## src/rtl/uart_cmd_rx.sv

```systemverilog
// uart_cmd_rx
//   Host->pet UART receive path with a single-letter command decoder.
//   An 8N1 deserialiser produces framed bytes; a small decoder turns
//   "<letter><CR|LF>" sequences into one-cycle action pulses.
// Ports
//   clk         system clock
//   rst_n       asynchronous active-low reset
//   uart_rx     serial input, idle high, asynchronous to clk
//   byte_data   last correctly framed byte (held until the next good byte)
//   byte_valid  1-cycle pulse, byte_data updated this cycle
//   frame_err   1-cycle pulse, stop bit sampled low
//   cmd_feed/play/heal/clean/sleep/dump  1-cycle command pulses (F/P/M/C/S/D)
//   cmd_err     1-cycle pulse: malformed command, framing error mid-command or timeout
module uart_cmd_rx #(
  parameter int DELAY_FRAMES = 234,
  parameter int CMD_TIMEOUT  = 27000000
) (
  input  logic       clk,
  input  logic       rst_n,
  input  logic       uart_rx,
  output logic [7:0] byte_data,
  output logic       byte_valid,
  output logic       frame_err,
  output logic       cmd_feed,
  output logic       cmd_play,
  output logic       cmd_heal,
  output logic       cmd_clean,
  output logic       cmd_sleep,
  output logic       cmd_dump,
  output logic       cmd_err
);
  localparam int CW = $clog2(DELAY_FRAMES);
  localparam int TW = $clog2(CMD_TIMEOUT);
  localparam logic [CW-1:0] CNT_LAST = CW'(DELAY_FRAMES - 1);
  localparam logic [CW-1:0] CNT_HALF = CW'(DELAY_FRAMES / 2 - 1);
  localparam logic [TW-1:0] TMO_LAST = TW'(CMD_TIMEOUT - 1);

  typedef enum logic [2:0] {RX_IDLE, RX_START, RX_DATA, RX_STOP, RX_WAIT_HIGH} rx_state_t;
  typedef enum logic {CMD_IDLE, CMD_HAVE} cmd_state_t;

  // Two-flop synchroniser; everything downstream uses rx_s_q only.
  logic rx_meta_q, rx_s_q;

  rx_state_t   rx_state_q, rx_state_d;
  logic [CW-1:0] cnt_q, cnt_d;
  logic [2:0]  bit_q, bit_d;
  logic [7:0]  shift_q, shift_d;
  logic [7:0]  byte_data_q, byte_data_d;
  logic        byte_valid_q, byte_valid_d;
  logic        frame_err_q, frame_err_d;

  cmd_state_t  cmd_state_q, cmd_state_d;
  logic [7:0]  code_q, code_d;
  logic [TW-1:0] tmo_q, tmo_d;
  logic [5:0]  cmd_vec_q, cmd_vec_d;   // {dump, sleep, clean, heal, play, feed}
  logic        cmd_err_q, cmd_err_d;

  // Receive FSM
  always_comb begin
    rx_state_d   = rx_state_q;
    cnt_d        = cnt_q;
    bit_d        = bit_q;
    shift_d      = shift_q;
    byte_data_d  = byte_data_q;
    byte_valid_d = 1'b0;
    frame_err_d  = 1'b0;
    case (rx_state_q)
      RX_IDLE: begin
        if (!rx_s_q) begin
          rx_state_d = RX_START;
          cnt_d      = '0;
        end
      end
      RX_START: begin
        // Re-check the line mid start bit so short glitches are discarded.
        if (cnt_q == CNT_HALF) begin
          cnt_d = '0;
          if (rx_s_q) begin
            rx_state_d = RX_IDLE;
          end else begin
            rx_state_d = RX_DATA;
            bit_d      = '0;
          end
        end else begin
          cnt_d = cnt_q + 1'b1;
        end
      end
      RX_DATA: begin
        if (cnt_q == CNT_LAST) begin
          cnt_d   = '0;
          shift_d = {rx_s_q, shift_q[7:1]};  // LSB first
          if (bit_q == 3'd7) rx_state_d = RX_STOP;
          else               bit_d      = bit_q + 1'b1;
        end else begin
          cnt_d = cnt_q + 1'b1;
        end
      end
      RX_STOP: begin
        if (cnt_q == CNT_LAST) begin
          cnt_d = '0;
          if (rx_s_q) begin
            byte_data_d  = shift_q;
            byte_valid_d = 1'b1;
            rx_state_d   = RX_IDLE;
          end else begin
            frame_err_d  = 1'b1;
            rx_state_d   = RX_WAIT_HIGH;
          end
        end else begin
          cnt_d = cnt_q + 1'b1;
        end
      end
      RX_WAIT_HIGH: begin
        // A held-low line (break) reports a single frame error, then waits here.
        if (rx_s_q) rx_state_d = RX_IDLE;
      end
      default: rx_state_d = RX_IDLE;
    endcase
  end

  // Command decoder, driven by the registered byte_valid/frame_err pulses
  logic [7:0] byte_uc;
  logic       is_term, is_cmd;
  assign byte_uc = (byte_data_q >= 8'h61 && byte_data_q <= 8'h7A) ? byte_data_q - 8'h20 : byte_data_q;
  assign is_term = (byte_uc == 8'h0D) || (byte_uc == 8'h0A);
  assign is_cmd  = (byte_uc == 8'h46) || (byte_uc == 8'h50) || (byte_uc == 8'h4D) ||
                   (byte_uc == 8'h43) || (byte_uc == 8'h53) || (byte_uc == 8'h44);

  always_comb begin
    cmd_state_d = cmd_state_q;
    code_d      = code_q;
    tmo_d       = tmo_q;
    cmd_vec_d   = '0;
    cmd_err_d   = 1'b0;
    case (cmd_state_q)
      CMD_IDLE: begin
        // Framing errors while idle are treated as line noise.
        if (byte_valid_q) begin
          if (is_cmd) begin
            code_d      = byte_uc;
            tmo_d       = '0;
            cmd_state_d = CMD_HAVE;
          end else if (!is_term) begin
            cmd_err_d = 1'b1;
          end
        end
      end
      CMD_HAVE: begin
        if (byte_valid_q) begin
          cmd_state_d = CMD_IDLE;
          if (is_term) begin
            cmd_vec_d[0] = (code_q == 8'h46);
            cmd_vec_d[1] = (code_q == 8'h50);
            cmd_vec_d[2] = (code_q == 8'h4D);
            cmd_vec_d[3] = (code_q == 8'h43);
            cmd_vec_d[4] = (code_q == 8'h53);
            cmd_vec_d[5] = (code_q == 8'h44);
          end else begin
            // The offending byte is dropped, not re-parsed as a new letter.
            cmd_err_d = 1'b1;
          end
        end else if (frame_err_q || tmo_q == TMO_LAST) begin
          cmd_err_d   = 1'b1;
          cmd_state_d = CMD_IDLE;
        end else begin
          tmo_d = tmo_q + 1'b1;
        end
      end
      default: cmd_state_d = CMD_IDLE;
    endcase
  end

  always_ff @(posedge clk or negedge rst_n) begin
    if (!rst_n) begin
      rx_meta_q    <= 1'b1;
      rx_s_q       <= 1'b1;
      rx_state_q   <= RX_IDLE;
      cnt_q        <= '0;
      bit_q        <= '0;
      shift_q      <= '0;
      byte_data_q  <= '0;
      byte_valid_q <= 1'b0;
      frame_err_q  <= 1'b0;
      cmd_state_q  <= CMD_IDLE;
      code_q       <= '0;
      tmo_q        <= '0;
      cmd_vec_q    <= '0;
      cmd_err_q    <= 1'b0;
    end else begin
      rx_meta_q    <= uart_rx;
      rx_s_q       <= rx_meta_q;
      rx_state_q   <= rx_state_d;
      cnt_q        <= cnt_d;
      bit_q        <= bit_d;
      shift_q      <= shift_d;
      byte_data_q  <= byte_data_d;
      byte_valid_q <= byte_valid_d;
      frame_err_q  <= frame_err_d;
      cmd_state_q  <= cmd_state_d;
      code_q       <= code_d;
      tmo_q        <= tmo_d;
      cmd_vec_q    <= cmd_vec_d;
      cmd_err_q    <= cmd_err_d;
    end
  end

  assign byte_data  = byte_data_q;
  assign byte_valid = byte_valid_q;
  assign frame_err  = frame_err_q;
  assign cmd_feed   = cmd_vec_q[0];
  assign cmd_play   = cmd_vec_q[1];
  assign cmd_heal   = cmd_vec_q[2];
  assign cmd_clean  = cmd_vec_q[3];
  assign cmd_sleep  = cmd_vec_q[4];
  assign cmd_dump   = cmd_vec_q[5];
  assign cmd_err    = cmd_err_q;
endmodule

```

## config.mk

```make
export PLATFORM = sky130hd
export DESIGN_NAME = uart_cmd_rx
export DESIGN_NICKNAME = d
export VERILOG_FILES = /design/src/rtl/uart_cmd_rx.sv
export SDC_FILE = /design/constraint.sdc
export NUM_CORES = 1
export LEC_CHECK = 0
export BUFFER_PORTS_ARGS = -buffer_cell sky130_fd_sc_hd__buf_2
export CORE_MARGIN = 2
export CORE_UTILIZATION = 50
export CTS_CLUSTER_DIAMETER = 200
export DETAILED_ROUTE_END_ITERATION = 8
export HOLD_SLACK_MARGIN = 0.05
export PLACE_DENSITY = 0.68
export SYNTH_ARGS = -nofsm -noshare
export SYNTH_HDL_FRONTEND = slang
export SYNTH_SLANG_ARGS = --single-unit
```

## constraint.sdc

```tcl
create_clock -name clk -period 3.45 [get_ports clk]
set_input_delay 0 -clock clk [delete_from_list [all_inputs] [get_ports clk]]
set_output_delay 0 -clock clk [all_outputs]
set_load 0.05 [all_outputs]
```

* Word-level counts from Yosys, hierarchy flattened *
Cells that the tools add are included.

cells by class
  eq/ne operators = 34
  divide/modulo/power cells = 0
  multipliers = 0
  shifts and indexed selects = 0
  reductions and logical operators = 19
  magnitude comparators = 2
  bitwise logic cells = 1
  muxes and demuxes = 44
  add/sub/neg operators = 4

operators with widths
  kind                                                                count
  == test 8 x 7 -> 1 bit (second input constant)                      13
  two-way mux 25 bit                                                  4
  one-hot mux 25 bit (2 select lines)                                 1
  two-way mux 3 bit                                                   11
  two-way mux 8 bit                                                   4
  adder 25 x 1 -> 25 bit (second input constant)                      1
  == test 25 bit (second input constant)                              1
  inequality test 2 bit (second input constant)                       12
  one-hot mux 8 bit (3 select lines)                                  1
  two-way mux 6 bit                                                   3
  == test 8 x 4 -> 1 bit (second input constant)                      2
  two-way mux 1 bit                                                   15
  one-hot mux 3 bit (5 select lines)                                  1
  adder 8 x 1 -> 8 bit (second input constant)                        1
  == test 8 bit (second input constant)                               1
  greater-or-equal comparator 8 x 7 -> 1 bit (second input constant)  1
  <= comparator 8 x 7 -> 1 bit (second input constant)                1
  subtractor 8 x 6 -> 8 bit (second input constant)                   1
  logical OR 1 bit                                                    7
  == test 3 x 2 -> 1 bit (second input constant)                      2
  == test 3 bit (second input constant)                               2
  one-hot mux 3 bit (2 select lines)                                  1
  AND reduction 3 bit                                                 2
  AND reduction 6 bit                                                 1
  other kinds (13)                                                    15

storage, ports and cells
  bits in writable memories = 0
  register bits = 75
  latch bits = 0
  logic and storage cells = 118
  ROM bits = 0
  input port bits = 3
  output and inout bits = 17
  memories kept = 0

* Longest topological paths before layout *
  depth after elaboration = 12
  gate-level depth with buffers = 10
  depth with buffers taken out = 8

* Worst setup path after synthesis *
OpenSTA, ideal clock, no wires.

  path kind = reg2reg
  from = register byte_data_q[6], in the netlist byte_data[6]
  to = register tmo_q[20]
  setup slack = 789 ps
  arrival time = 2583 ps
  clock period less this slack = 2661 ps
  path buffers = 1
  library setup time = 78 ps
  data required time = 3372 ps
  stages on the path, launching flop included = 10
  path through = dfrtp_1 > inv_1 > ha_1 > and3b_1 > o221a_1 > a211oi_4 > a31oi_1 > buf_2 > or4_1 > a21oi_1

between the ends
  cells in the longest elaborated chain, start to end = 11
  elaborated cells on any way between the ends = 18
  classes of those cells = add/sub: 1; order compare: 2; eq/ne: 7; mux: 1; reduce/logical: 7

RTL lines
  what                                                                                               line  RTL
  start, declared                                                                                    48    logic [7:0] byte_data_q, byte_data_d;
  start signal, assigned                                                                             196   byte_data_q <= byte_data_d;
  greater-or-equal comparator 8 x 7 -> 1 bit / <= comparator 8 x 7 -> 1 bit (equally long branches)  124   assign byte_uc = (byte_data_q >= 8'h61 && byte_data_q <= 8'h7A) ? byte_data_q - 8'h20 : byte_data_q;
  logical AND 1 bit                                                                                  124
  two-way mux 8 bit (*)                                                                              124
  == test 8 x 7 -> 1 bit                                                                             126   assign is_cmd = (byte_uc == 8'h46) || (byte_uc == 8'h50) || (byte_uc == 8'h4D) ||
  logical OR 1 bit (3 in a row)                                                                      126
  logical OR 1 bit                                                                                   127   (byte_uc == 8'h43) || (byte_uc == 8'h53) || (byte_uc == 8'h44);
  logical OR 1 bit (*)                                                                               127
  inequality test 2 bit (no line) (*)                                                                --
  AND reduction 4 bit (no line) (*)                                                                  --
  end signal, assigned                                                                               201   tmo_q <= tmo_d;
  end, declared                                                                                      54    logic [TW-1:0] tmo_q, tmo_d;

Mark *: on every way between the ends. The rest lies on a longest branch, timed or not.
A chain may end at the register's enable or synchronous reset.

* Final worst setup path *
  from = register byte_data_q[0], in the netlist byte_data[0]
  to = register tmo_q[23]

Same word-level chain as after synthesis.

==> reports/results.tsv <==
stage	metric	value	unit
clocking	post_cts_buffers	0	
routing	drt_pass1_iterations	4	
pwr	irDropWorstVdd	0.236	mV
sta	setup-violations-final	0	
grt	grt_first_pass_wirelength	12100	um
sta	layout_setup_ws	0.699	ns
yosys	postSynthCellCount	373	
yosys	synth.most_common_cell	dfrtp_1	
placed_design	dpl_worst_slack	0.726	ns
clocking	cts_hold_buf	2	
routing	routed-via-count	2804	
pwr	cell_internal_pwr	1.24	mW
final_layout	fill_cells	660	
clocking	cts_max_path_buffers	2	
yosys	avgSynthCellArea	10.1	um^2
yosys	async_flop_share	1.00	
yosys	syn-cell-area	3770	um^2
sta	max_freq	363	MHz
pwr	p_clk_frac	0.420	
sta	hold_violations	0	
yosys	synth_enable_flop_cells	0	
sta	tightestPinTransition	0.901	ns
placed_design	dp_cells	474	
pwr	pwr-share-comb	0.013	
final_layout	design_area	4130	um^2
critical_path	endpoint_kind	flip-flop	
placed_design	place_congestion	0.762	
clocking	cts.repair.resized	0	
grt	grt_usage	0.180	
placed_design	placed_area	3920	um^2
clocking	cts.htree.levels	3	
routing	drcViolationCount	0	
floorplanning	die_w	90.8	um
final_layout	finish.utilization	0.567	
outcome	status	finished clean	
grt	grt_pass1_vias	2624	
sta	finalCriticalPeriod	2.75	ns
critical_path	crit_arrival	3.01	ns
routing	wl_met3	121	um
pwr	p_sw	0.320	mW
pwr	power_leakage	1.84	nW
sta	slew_headroom	0.399	
placed_design	dp_hpwl	4720	um
final_layout	diodes	0	
yosys	yosysSeqAreaShare	0.499	
sta	whs	0.301	ns
final_layout	nNetsFinal	399	
routing	top_layer_used	met4	
clocking	root_buffer	clkbuf_8	
pwr	p_total	1.56	mW
yosys	synth-seq-cells	75	
pwr	swShare	0.206	
clocking	clk_latency	0.33	ns
floorplanning	placementRows	31	
yosys	yosys_warnings	0	
routing	wl_met2	3380	um
sta	setup_tns	0	ns
job	drv_cap	0	
clocking	numCtsBuffers	9	
floorplanning	fp.dieH	90.8	um
routing	viasPerCell	5.70	
yosys	yosysTopAreaCellShare	0.485	
clocking	clkTransAtPathRegs	0.08	ns
final_layout	stdcell_count	492	
routing	wl	6880	um
floorplanning	core	7290	um^2
placed_design	port_buffers	19	
pwr	power_density	377	nW/um^2
routing	ant_nets	0	
hold_path	min_path_type	in2reg	
sta	rsz0062_at_grt	no	
routing	dr.first_iter.drc_count	149	
yosys	synth_nets	384	
clocking	cts_tree	done	
clocking	cts_sinks	75	
final_layout	drive_gt1_frac	0.170	
routing	wl_per_cell	14.0	um
yosys	ys_dominant_reg_cell	dfrtp_1	
final_layout	area_delta_synth_final	9.66	%
sta	skew	0.00712	ns
floorplanning	dieArea	8240	um^2
critical_path	start_kind	flip-flop	
grt	grt-ovfl-total	0	
pwr	p_seq_frac	0.567	
yosys	synth_common_cells	dfrtp_1, nand2_1, a21oi_1	
critical_path	cp_max_fo	48	
sta	report.final.slew_viol_count	0	
yosys	yosys.cell_types.count	51	
floorplanning	boundaryPins	20	
critical_path	crit_type	reg2reg	
grt	grt_max_degree	76	
sta	fin_crit_sh	0.797	
yosys	yosys-top-cells-area	dfrtp_1, mux2_2, a21oi_1	
routing	wl_met1	3340	um
critical_path	critPathRequiredTime	3.71	ns
grt	antenna_found_initial	0	
floorplanning	start_util	0.517	
yosys	synth_area_leader_cell	dfrtp_1	
## critical path, stage by stage (launching register included)
cell,delay [ns]
dfrtp_1,0.47
or4b_1,0.56
a21o_1,0.20
a211oi_4,0.34
a31oi_2,0.13
buf_4,0.27
or4_1,0.53
a21oi_1,0.16
## kinds of logic (layout without fill, tap and decap cells)
kind of cell             Yosys count  after routing  synth area share
flip-flops                        75             75             0.499
buffers and inverters             31             51            0.0369
adder cells (fa/ha/maj)            8              8            0.0266
multiplexers                      25             25            0.0737
AO/OA/AOI/OAI                     84             84             0.137
AND/OR/NAND/NOR                  150            150             0.227
## per-layer routing
metal,global-route usage,up-vias
met5,0,-
met4,0.0417,0
met3,0.0476,4
met2,0.295,22
met1,0.240,1389
li1,-,1389
## state kept, by name (all words and copies together), names as in the netlist
name	flops
code_q	8
rx_state_q	3
shift_q	8
frame_err	1
cmd_err	1
tmo_q	25
byte_data	8
byte_valid	1
bit_q	3
rx_meta_q	1
cnt_q	8
rx_s_q	1
cmd_state_q	1
cmd_vec_q	6
## power groups by stage
stage	combinational [mW]	sequential, mW	clock, mW
global placement	0.0201	0.899	0
floorplan	0.00213	0.898	0
detailed placement	0.0201	0.899	0
global route	0.0250	0.882	0.724
finish	0.0199	0.882	0.654
CTS	0.0217	0.882	0.681
## final cells by class
| class | instances | area [um^2] | area share |
|---|---|---|---|
| flip-flops and latches | 75 | 1880 | 0.455 |
| multi-input cells | 267 | 1760 | 0.425 |
| clock buffers | 11 | 141 | 0.0342 |
| repair buffers | 23 | 133 | 0.0321 |
| well taps | 99 | 124 | 0.0300 |
| clock inverters | 5 | 53.8 | 0.0130 |
| inverters | 12 | 45.0 | 0.0109 |
## cell usage in the layout (no fill, tap or decap), types with 8 or more instances in the layout
| cell | n |
|---|---|
| a21oi_1 | 28 |
| buf_2 | 18 |
| clkbuf_8 | 10 |
| dfrtp_1 | 73 |
| ha_1 | 8 |
| inv_1 | 12 |
| mux2_2 | 22 |
| nand2_1 | 35 |
| nand3_1 | 17 |
| nor2_1 | 10 |
| o21ai_0 | 20 |
| o21ai_1 | 8 |
| or3_1 | 15 |
| or4_1 | 8 |
## worst paths after layout
path | startpoint | to | cells after the start | slack [ns]
setup / recovery | byte_data[0]$_DFFE_PN0P_ | tmo_q[23]$_DFFE_PN0P_ | 7 | 0.70
hold / removal | uart_rx | rx_meta_q$_DFF_PN1_ | 2 | 0.30
setup reg to reg | byte_data[0]$_DFFE_PN0P_ | tmo_q[23]$_DFFE_PN0P_ | 7 | 0.70
hold reg to reg | rx_meta_q$_DFF_PN1_ | rx_s_q$_DFF_PN1_ | 0 | 0.36
max in group asynchronous | rst_n | shift_q[2]$_DFFE_PN0P_ | 2 | 2.53
min in group asynchronous | rst_n | tmo_q[20]$_DFFE_PN0P_ | 2 | 0.33
Power figures use the tool's default switching activity.
